## src/rtl/sct_req_sequencer_if.sv

```systemverilog
// Request/grant bundle between the request sequencer and its environment.
interface sct_req_sequencer_if #(
  parameter int unsigned NCH = 5
) ();
  logic           enable;
  logic [NCH-1:0] evt;
  logic [NCH-1:0] grant;
  logic [NCH-1:0] req;
  logic           busy;
  logic [NCH-1:0] done;
  logic           tmo;
  logic [NCH-1:0] pending;

  modport master (
    input  enable, evt, grant,
    output req, busy, done, tmo, pending
  );

  modport slave (
    output enable, evt, grant,
    input  req, busy, done, tmo, pending
  );
endinterface

```

## src/rtl/sct_req_sequencer.sv

```systemverilog
// Requester-side sequencer: latches per-channel events and issues one request at a time.
// Optional SCT_REQ_ROUND_ROBIN_EN selects round-robin instead of fixed lowest-index priority.
module sct_req_sequencer #(
  parameter int unsigned NCH      = 5,
  parameter int unsigned TMO_W    = 6,
  parameter int unsigned TMO_MAX  = 40,
  parameter int unsigned HOLD_CYC = 2
) (
  input logic               clock,
  input logic               reset,
  sct_req_sequencer_if.master bus
);

  localparam int unsigned SelW  = (NCH > 1) ? $clog2(NCH) : 1;
  localparam int unsigned HoldW = (HOLD_CYC > 1) ? $clog2(HOLD_CYC) : 1;
  localparam logic [TMO_W-1:0] TmoLast  = TMO_W'(TMO_MAX - 1);
  localparam logic [HoldW-1:0] HoldLast = HoldW'(HOLD_CYC - 1);

  typedef enum logic [1:0] {StIdle, StReq, StHold, StRel} state_e;

  state_e           state_q, state_d;
  logic [SelW-1:0]  sel_q, sel_d;
  logic [SelW-1:0]  pick, cand;
  logic             pick_valid;
  logic [TMO_W-1:0] tmo_cnt_q, tmo_cnt_d;
  logic [HoldW-1:0] hold_cnt_q, hold_cnt_d;
  logic             abort_q, abort_d;
  logic [NCH-1:0]   pending_q, pending_d;
  logic [NCH-1:0]   req_q, req_d;
  logic [NCH-1:0]   done_q, done_d;
  logic             tmo_q, tmo_d;
  logic [NCH-1:0]   clr;

`ifdef SCT_REQ_ROUND_ROBIN_EN
  logic [SelW-1:0] last_q;

  // Search starts one above the last serviced channel and wraps.
  always_comb begin
    pick       = '0;
    cand       = '0;
    pick_valid = 1'b0;
    for (int unsigned k = 1; k <= NCH; k++) begin
      cand = SelW'((int unsigned'(last_q) + k) % NCH);
      if (!pick_valid && pending_q[cand]) begin
        pick       = cand;
        pick_valid = 1'b1;
      end
    end
  end

  always_ff @(posedge clock) begin
    if (reset) begin
      last_q <= SelW'(NCH - 1);
    end else if (state_q == StRel) begin
      last_q <= sel_q;
    end
  end
`else
  // Descending scan so the lowest set index is the final assignment.
  always_comb begin
    pick       = '0;
    cand       = '0;
    pick_valid = |pending_q;
    for (int i = NCH - 1; i >= 0; i--) begin
      cand = SelW'(i);
      if (pending_q[cand]) begin
        pick = cand;
      end
    end
  end
`endif

  always_comb begin
    state_d    = state_q;
    sel_d      = sel_q;
    tmo_cnt_d  = tmo_cnt_q;
    hold_cnt_d = hold_cnt_q;
    abort_d    = abort_q;
    clr        = '0;
    case (state_q)
      StIdle: begin
        if (bus.enable && pick_valid) begin
          state_d   = StReq;
          sel_d     = pick;
          tmo_cnt_d = '0;
          abort_d   = 1'b0;
        end
      end
      StReq: begin
        // A grant arriving on the final wait cycle still wins over the abort.
        if (bus.grant[sel_q]) begin
          state_d    = StHold;
          hold_cnt_d = '0;
        end else if (tmo_cnt_q == TmoLast) begin
          state_d = StRel;
          abort_d = 1'b1;
        end else begin
          tmo_cnt_d = tmo_cnt_q + TMO_W'(1);
        end
      end
      StHold: begin
        if (hold_cnt_q == HoldLast) begin
          state_d = StRel;
        end else begin
          hold_cnt_d = hold_cnt_q + HoldW'(1);
        end
      end
      StRel: begin
        state_d = StIdle;
        clr     = NCH'(1) << sel_q;
      end
      default: state_d = StIdle;
    endcase

    // Outputs are registered from the next state so they line up with the state they describe.
    req_d  = ((state_d == StReq) || (state_d == StHold)) ? (NCH'(1) << sel_d) : '0;
    done_d = ((state_d == StRel) && !abort_d) ? (NCH'(1) << sel_d) : '0;
    tmo_d  = (state_d == StRel) && abort_d;

    // A new event on the channel being cleared keeps it pending.
    pending_d = (pending_q & ~clr) | bus.evt;
  end

  always_ff @(posedge clock) begin
    if (reset) begin
      state_q    <= StIdle;
      sel_q      <= '0;
      tmo_cnt_q  <= '0;
      hold_cnt_q <= '0;
      abort_q    <= 1'b0;
      pending_q  <= '0;
      req_q      <= '0;
      done_q     <= '0;
      tmo_q      <= 1'b0;
    end else begin
      state_q    <= state_d;
      sel_q      <= sel_d;
      tmo_cnt_q  <= tmo_cnt_d;
      hold_cnt_q <= hold_cnt_d;
      abort_q    <= abort_d;
      pending_q  <= pending_d;
      req_q      <= req_d;
      done_q     <= done_d;
      tmo_q      <= tmo_d;
    end
  end

  assign bus.req     = req_q;
  assign bus.busy    = (state_q != StIdle);
  assign bus.done    = done_q;
  assign bus.tmo     = tmo_q;
  assign bus.pending = pending_q;

endmodule

```

## src/flat_wrapper.sv

```systemverilog
// flat-port wrapper written by rule: the top's interface ports become plain ports
module sct_req_sequencer_flat 
#(
  parameter int unsigned NCH      = 5,
  parameter int unsigned TMO_W    = 6,
  parameter int unsigned TMO_MAX  = 40,
  parameter int unsigned HOLD_CYC = 2
)
  (clock, reset, bus_enable, bus_evt, bus_grant, bus_req, bus_busy, bus_done, bus_tmo, bus_pending);
  sct_req_sequencer_if #(.NCH(NCH)) bus_i ();
  input logic clock;
  input logic reset;
  input wire logic [$bits(bus_i.enable)-1:0] bus_enable;
  input wire logic [$bits(bus_i.evt)-1:0] bus_evt;
  input wire logic [$bits(bus_i.grant)-1:0] bus_grant;
  output wire logic [$bits(bus_i.req)-1:0] bus_req;
  output wire logic [$bits(bus_i.busy)-1:0] bus_busy;
  output wire logic [$bits(bus_i.done)-1:0] bus_done;
  output wire logic [$bits(bus_i.tmo)-1:0] bus_tmo;
  output wire logic [$bits(bus_i.pending)-1:0] bus_pending;
  assign bus_i.enable = bus_enable;
  assign bus_i.evt = bus_evt;
  assign bus_i.grant = bus_grant;
  assign bus_req = bus_i.req;
  assign bus_busy = bus_i.busy;
  assign bus_done = bus_i.done;
  assign bus_tmo = bus_i.tmo;
  assign bus_pending = bus_i.pending;
  sct_req_sequencer #(.NCH(NCH), .TMO_W(TMO_W), .TMO_MAX(TMO_MAX), .HOLD_CYC(HOLD_CYC)) u_core (.clock(clock), .reset(reset), .bus(bus_i));
endmodule
```

## config.mk

```make
export PLATFORM = sky130hd
export DESIGN_NAME = sct_req_sequencer_flat
export DESIGN_NICKNAME = d
export VERILOG_FILES = /design/src/rtl/sct_req_sequencer_if.sv /design/src/rtl/sct_req_sequencer.sv /design/src/flat_wrapper.sv
export SDC_FILE = /design/constraint.sdc
export NUM_CORES = 1
export LEC_CHECK = 0
export ABC_CLOCK_PERIOD_IN_PS = 1900
export CORE_MARGIN = 8
export CORE_UTILIZATION = 30
export DETAILED_ROUTE_END_ITERATION = 8
export GPL_TIMING_DRIVEN = 0
export SYNTH_ARGS = -nofsm -noshare
export SYNTH_HDL_FRONTEND = slang
export SYNTH_SLANG_ARGS = --single-unit
```

## constraint.sdc

```tcl
create_clock -name clock -period 1.9 [get_ports clock]
set_input_delay 0.38 -clock clock [delete_from_list [all_inputs] [get_ports clock]]
set_output_delay 0.38 -clock clock [all_outputs]
set_load 0.005 [all_outputs]
```

==> reports/qor.txt, run 1 <==
outcome: finished, final reports clean
Initial Util: 30.89%
hold crit path type: reg -> reg
synthesized net count: 159
ys async rst share: 0%
sequential area share after synthesis: 43.77%
GP Congestion: 0.8146
max_slew headroom: 53.29%
WHS: 0.5063 ns
Pwr Total: 1.480 mW
Hold Path Origin: u_core.tmo_cnt_q[4]
htree depth: 2
largest cells by area after synthesis: dfxtp_1 (44%), nor2_1 (6.2%), a21oi_1 (4.9%)
DP Wirelength: 2.322 mm
crit path DAT: 2.01 ns
placed cells: 224
netlist area before placement: 1326 sq um
mean post-synth cell area: 9.210 sq um
CP Class: reg -> reg
Slew @ Worst Pin: 0.6916 ns
DRT antenna net count: 0
clk_skew: 0.007196 ns
Synth area leader: dfxtp_1
R2R Setup Slk: 0.06 ns
Ant. Diodes: 0
CTS Root Buffer Type: clkbuf_8
non-filler cells, final: 238
Worst R2R Start: u_core.bus.pending[0]
setup TNS: 0 ns
Final Routed Wirelength: 3.327 mm
vias in the first global route: 1,136
post-DR vias/cell: 5.008
Vert. Die Dim: 82.49 um
Area Overhead vs Synth: 43.96%
yosys warns: 0
final-stage net count: 200
total CTS buffers: 5
Req. time, crit path: 2.07 ns
GR Overflow Total: 0
hold_buf cts: 0
CTS max path bufs: 2
Main synth FF type: dfxtp_1
Worst R2R End: u_core.bus.done[1]
worst-skew pair later-pin latency: 0.28 ns
synth cell count leaders: dfxtp_1 (29), nor2_1 (22), a21oi_1 (13), o21ai_0 (8), nand2_1 (6)
Yosys top cell area share: 43.77%
# port buffers: 28
Synth Instances: 144
initial DRC count: 60
Setup Viol. Count Final: 0
global-route wire length before repair: 5.244 mm
synthesis-stage register bit count: 29
Slew Limit Fails: 0
initial antenna violation count: 0
Peak Freq: 544.5 MHz
DIE WIDTH: 82.49 um
Final WS setup: 0.06331 ns
Rows: 24
Die Footprint: 6805 sq um
largest net degree at the start of global routing: 11
Worst setup SP type: flip-flop
static leakage: 0.7141 nW
CTS sink count: 29
Crit Path Max Fanout: 5
post-route cell area: 1909 sq um
ratio of cells with drive above 1 in the final layout: 23.66%
I/O pins: 30
dpl cell area: 1672 sq um
Final Util: 44.46%
Post-synth EDFFs: 0
synth unique cells: 45
worst slack, placed: -0.4909 ns
Power Dens Cells: 774.9 nW/um^2
hold depth: 2
Pre-antenna DRT Iters: 4
RSZ-0062 raised after global routing: yes
Reg clk slew, reported paths: 0.07 ns
count leader, synth: dfxtp_1
Worst setup EP type: flip-flop
min Tclk post-route: 1.837 ns
CTS tree: yes
Tot GR Track Use: 9.933%
WL/cell: 13.98 um
Worst Hold End: u_core.tmo_cnt_q[4]
Final Cycle Share: 96.67%
Max VDD drop: 0.2498 mV
max-cap viol count: 0
Fill cells: 414
# DRC: 0
core area: 4294 sq um
r2r worst-path depth: 9
vias: 1,192
Hold Fails Final Rpt: 0
==> final cells by class <==
type                    instances  area [sq um]  area share (%)
clock buffers                   5         68.82           3.604
well taps                      52         65.06           3.408
repair buffers                 35         347.8           18.22
flip-flops and latches         29         593.1           31.06
inverters                       2         7.507          0.3932
multi-input cells             108         779.5           40.83
plain buffers                   4         30.03           1.573
clock inverters                 3         17.52          0.9174
==> worst max-delay path by stage <==
stage / start / endpoint / cells past startpoint
after floorplan: u_core.sel_q[0] / u_core.bus.done[1] / 10
after global placement: bus_grant[1] / u_core.bus.done[1] / 11
after detailed placement: bus_enable / u_core.bus.done[1] / 10
after CTS: bus_grant[1] / u_core.bus.done[0] / 11
after global routing: u_core.sel_q[0] / u_core.bus.done[4] / 10
final: u_core.bus.pending[0] / u_core.bus.done[1] / 9
==> logic make-up after synthesis <==
| logic type | after synthesis | synth area share, % |
|---|---|---|
| AND/OR/NAND/NOR | 61 | 25.85 |
| multiplexers | 3 | 2.924 |
| buffers and inverters | 7 | 2.830 |
| adder cells (fa/ha/maj) | 2 | 1.886 |
| flip-flops | 29 | 43.77 |
| AO/OA/AOI/OAI | 42 | 22.74 |
==> flip-flops by register name, indices dropped and copies added, names as in the netlist <==
name,cells
u_core.abort_q,1
u_core.bus.done,5
u_core.bus.pending,5
u_core.bus.req,5
u_core.bus.tmo,1
u_core.hold_cnt_q,1
u_core.sel_q,3
u_core.state_q,2
u_core.tmo_cnt_q,6
==> layout by cell type, fill, tap and decap left out, drive strengths merged, types with 3 or more instances in the layout <==
master and instances:
a21boi 5, a21oi 13, buf 10, clkbuf 6
clkdlybuf4s50 22, dfxtp 29, dlymetal6s2s 6, nand2 7
nand2b 5, nand3b 4, nand4 3, nor2 22
o211ai 4, o21ai 8, o31ai 4, or2 4
or3 4
==> what timing repair did <==
item,in CTS,in global routing
resized for setup,8,25
buffers inserted,3,4
pin swaps,1,6
setup endpoints to repair,10,11
==> layer usage <==
metal / track usage (%) / part of all wire, %
met1: 12.05 / 46
met2: 15.04 / 45
met3: 3.247 / 7.1
met4: 5.862 / 1.7
met5: 0 / 0
==> critical path: stages, from the launching register on <==
cell	delay (ns)
dfxtp_4	0.36
or2_4	0.27
o41a_4	0.39
a21oi_4	0.13
nand2_2	0.08
ha_4	0.17
nand2b_4	0.07
a21oi_2	0.04
o21ai_1	0.14
nor2_1	0.07
==> report_power, final <==
part           internal, mW  total (mW)  switching [mW]
clock                 0.252       0.500           0.248
sequential            0.636       0.673          0.0364
combinational         0.167       0.307           0.140
total                  1.06        1.48           0.424
(Power assumes the default switching activity.)
==> inputs of run 2 (changes only) <==
- ABC_CLOCK_PERIOD_IN_PS: 1900 -> 2000
- clock period: 1.9 -> 2 ns (I/O delays scaled with it)
==> run 2 against run 1 <==
  * Worst setup slack better by 0.059 ns
  * Global-route usage hardly changed
  * Register-to-register slack better by 0.06 ns
  * Via count is 1.3% lower
  * Worst hold slack worse by 0.00069 ns
  * Critical path depth stayed put
  * Final cell count is 0.42% higher
  * First-iteration DRC count is 8.3% lower
  * Non-clock buffer count is 1 higher
  * Routed wire length is 3.8% lower
  * Clock skew is 0.00075 ns lower
  * Critical path type unchanged
  * Critical endpoint unchanged
==> reports/qor.txt, run 2 (synthesis gave the netlist of run 1 again) <==
outcome: finished, final reports clean (unchanged)
core area: 4294 sq um (unchanged)
worst slack, placed: -0.4109 ns (was -0.4909 ns)
clock share of power: 34.1% (was 33.8%)
GP Congestion: 0.8146 (unchanged)
Reg clk slew, reported paths: 0.07 ns (about the same)
Ant. Diodes: 0 (unchanged)
CP Class: reg -> reg (unchanged)
Rows: 24 (unchanged)
Pwr Total: 1.384 mW (was 1.480 mW)
Setup Viol. Count Final: 0 (unchanged)
hold_buf cts: 0 (unchanged)
Int Power: 995.2 uW (was 1.056 mW)
WHS: 0.5056 ns (was 0.5063 ns)
Final Util: 43.39% (was 44.46%)
RSZ-0062 raised after global routing: no (was yes)
hold crit path type: reg -> reg (unchanged)
switching part of the total: 28.12% (was 28.65%)
Reg with most FFs: u_core.tmo_cnt_q (unchanged)
Req. time, crit path: 2.17 ns (was 2.07 ns)
max-cap viol count: 0 (unchanged)
DIE WIDTH: 82.49 um (unchanged)
Worst setup EP type: flip-flop (unchanged)
worst-skew pair later-pin latency: 0.28 ns (about the same)
Slew @ Worst Pin: 0.6870 ns (was 0.6916 ns)
Worst setup SP type: flip-flop (unchanged)
initial DRC count: 55 (was 60)
Hold Path Origin: u_core.tmo_cnt_q[5] (was u_core.tmo_cnt_q[4])
final-stage net count: 201 (was 200)
Max VDD drop: 0.2470 mV (was 0.2498 mV)
static leakage: 0.6879 nW (was 0.7141 nW)
GR Overflow Total: 0 (unchanged)
Initial Util: 30.89% (unchanged)
Worst Hold End: u_core.tmo_cnt_q[5] (was u_core.tmo_cnt_q[4])
Pre-antenna DRT Iters: 4 (unchanged)
CTS Root Buffer Type: clkbuf_8 (unchanged)
min Tclk post-route: 1.877 ns (was 1.837 ns)
R2R Setup Slk: 0.12 ns (was 0.06 ns)
non-filler cells, final: 239 (was 238)
DRT antenna net count: 0 (unchanged)
Final Routed Wirelength: 3.202 mm (was 3.327 mm)
Vert. Die Dim: 82.49 um (unchanged)
Final WS setup: 0.1227 ns (was 0.06331 ns)
Area Overhead vs Synth: 40.47% (was 43.96%)
CTS sink count: 29 (unchanged)
Tot GR Track Use: 9.888% (was 9.933%)
Peak Freq: 532.7 MHz (was 544.5 MHz)
CTS max path bufs: 2 (unchanged)
Net Sw Power: 389.3 uW (was 423.9 uW)
Worst R2R End: u_core.bus.done[1] (unchanged)
max reg flops: 6 (unchanged)
Worst R2R Start: u_core.bus.pending[0] (unchanged)
commonest non-fill, non-tap cell in the layout: dfxtp_1 (unchanged)
Power Dens Cells: 743.1 nW/um^2 (was 774.9 nW/um^2)
Die Footprint: 6805 sq um (unchanged)
max_slew headroom: 53.60% (was 53.29%)
# DRC: 0 (unchanged)
Crit Path Max Fanout: 5 (unchanged)
dpl cell area: 1672 sq um (unchanged)
Slew Limit Fails: 0 (unchanged)
logic gate share of total power: 19.8% (was 20.7%)
initial antenna violation count: 0 (unchanged)
global-route wire length before repair: 5.223 mm (was 5.244 mm)
post-route cell area: 1863 sq um (was 1909 sq um)
vias in the first global route: 1,140 (was 1,136)
Hold Fails Final Rpt: 0 (unchanged)
setup TNS: 0 ns (unchanged)
ratio of cells with drive above 1 in the final layout: 21.93% (was 23.66%)
WL/cell: 13.40 um (was 13.98 um)
# port buffers: 28 (unchanged)
DP Wirelength: 2.322 mm (unchanged)
crit path DAT: 2.05 ns (was 2.01 ns)
most frequent cells in the layout: dfxtp_1 (26), clkdlybuf4s50_1 (24), nor2_1 (22), a21oi_1 (11), buf_4 (8) (was dfxtp_1 (23), nor2_1 (22), clkdlybuf4s50_1 (22), a21oi_1 (11), buf_4 (7))
I/O pins: 30 (unchanged)
post-DR vias/cell: 4.925 (was 5.008)
total CTS buffers: 5 (unchanged)
vias: 1,177 (was 1,192)
Final Cycle Share: 93.86% (was 96.67%)
r2r worst-path depth: 9 (unchanged)
CTS tree: yes (unchanged)
hold depth: 2 (unchanged)
clk_skew: 0.006448 ns (was 0.007196 ns)
largest net degree at the start of global routing: 11 (unchanged)
placed cells: 224 (unchanged)
htree depth: 2 (unchanged)
sequential share of power: 46.1% (was 45.5%)
-- run 2: worst max path at each step --
| stage | startpoint | to | slack [ns] | cells after the start |
|---|---|---|---|---|
| after floorplan | u_core.sel_q[0] | u_core.bus.done[1] | 0.20 | 10 |
| after global placement | bus_grant[1] | u_core.bus.done[1] | -0.36 | 11 |
| after detailed placement | bus_enable | u_core.bus.done[1] | -0.41 | 10 |
| after CTS | u_core.tmo_cnt_q[0] | u_core.bus.done[1] | 0.03 | 10 |
| after global routing | bus_grant[3] | u_core.bus.done[4] | 0.01 | 11 |
| final | u_core.bus.pending[0] | u_core.bus.done[1] | 0.12 | 9 |
-- run 2: routing by layer --
layer / share of wire, % / routed length, um / vias up / track usage [%]
met5: 0 / 0 / - / 0
met4: 1.7 / 53 / 0 / 5.862
met3: 8.0 / 257 / 6 / 3.247
met2: 46 / 1474 / 34 / 15.04
met1: 44 / 1417 / 535 / 11.92
li1: - / - / 602 / -
-- run 2: power by group through the flow --
stage | logic [mW] | registers, mW | clock network [mW]
after floorplan | 0.146 | 0.642 | 0
after global placement | 0.235 | 0.646 | 0
after detailed placement | 0.238 | 0.648 | 0
after CTS | 0.250 | 0.636 | 0.486
after global routing | 0.300 | 0.643 | 0.511
final | 0.275 | 0.638 | 0.472
-- run 2: area by class of cell --
type | count | area (sq um)
repair buffers | 36 | 350.3
multi-input cells | 108 | 739.5
plain buffers | 4 | 30.03
inverters | 2 | 7.507
clock buffers | 5 | 68.82
flip-flops and latches | 29 | 584.3
fillers | 413 | 2431
clock inverters | 3 | 17.52
well taps | 52 | 65.06
-- run 2: timing repair --
| action | 4_1_cts | 5_1_grt |
|---|---|---|
| setup buffers | 2 | 6 |
| resized for setup | 5 | 15 |
| pin swaps | 1 | 6 |
| endpoints found under the setup margin | 8 | 10 |
-- run 2: worst max-delay path, cell delays in order (launching register included) --
cell and delay (ns):
dfxtp_1 0.35, or2_4 0.28, o41a_4 0.38, a21oi_2 0.14
nand2_2 0.07, ha_2 0.17, nand2b_1 0.11, a21oi_2 0.06
o21ai_1 0.14, nor2_1 0.07
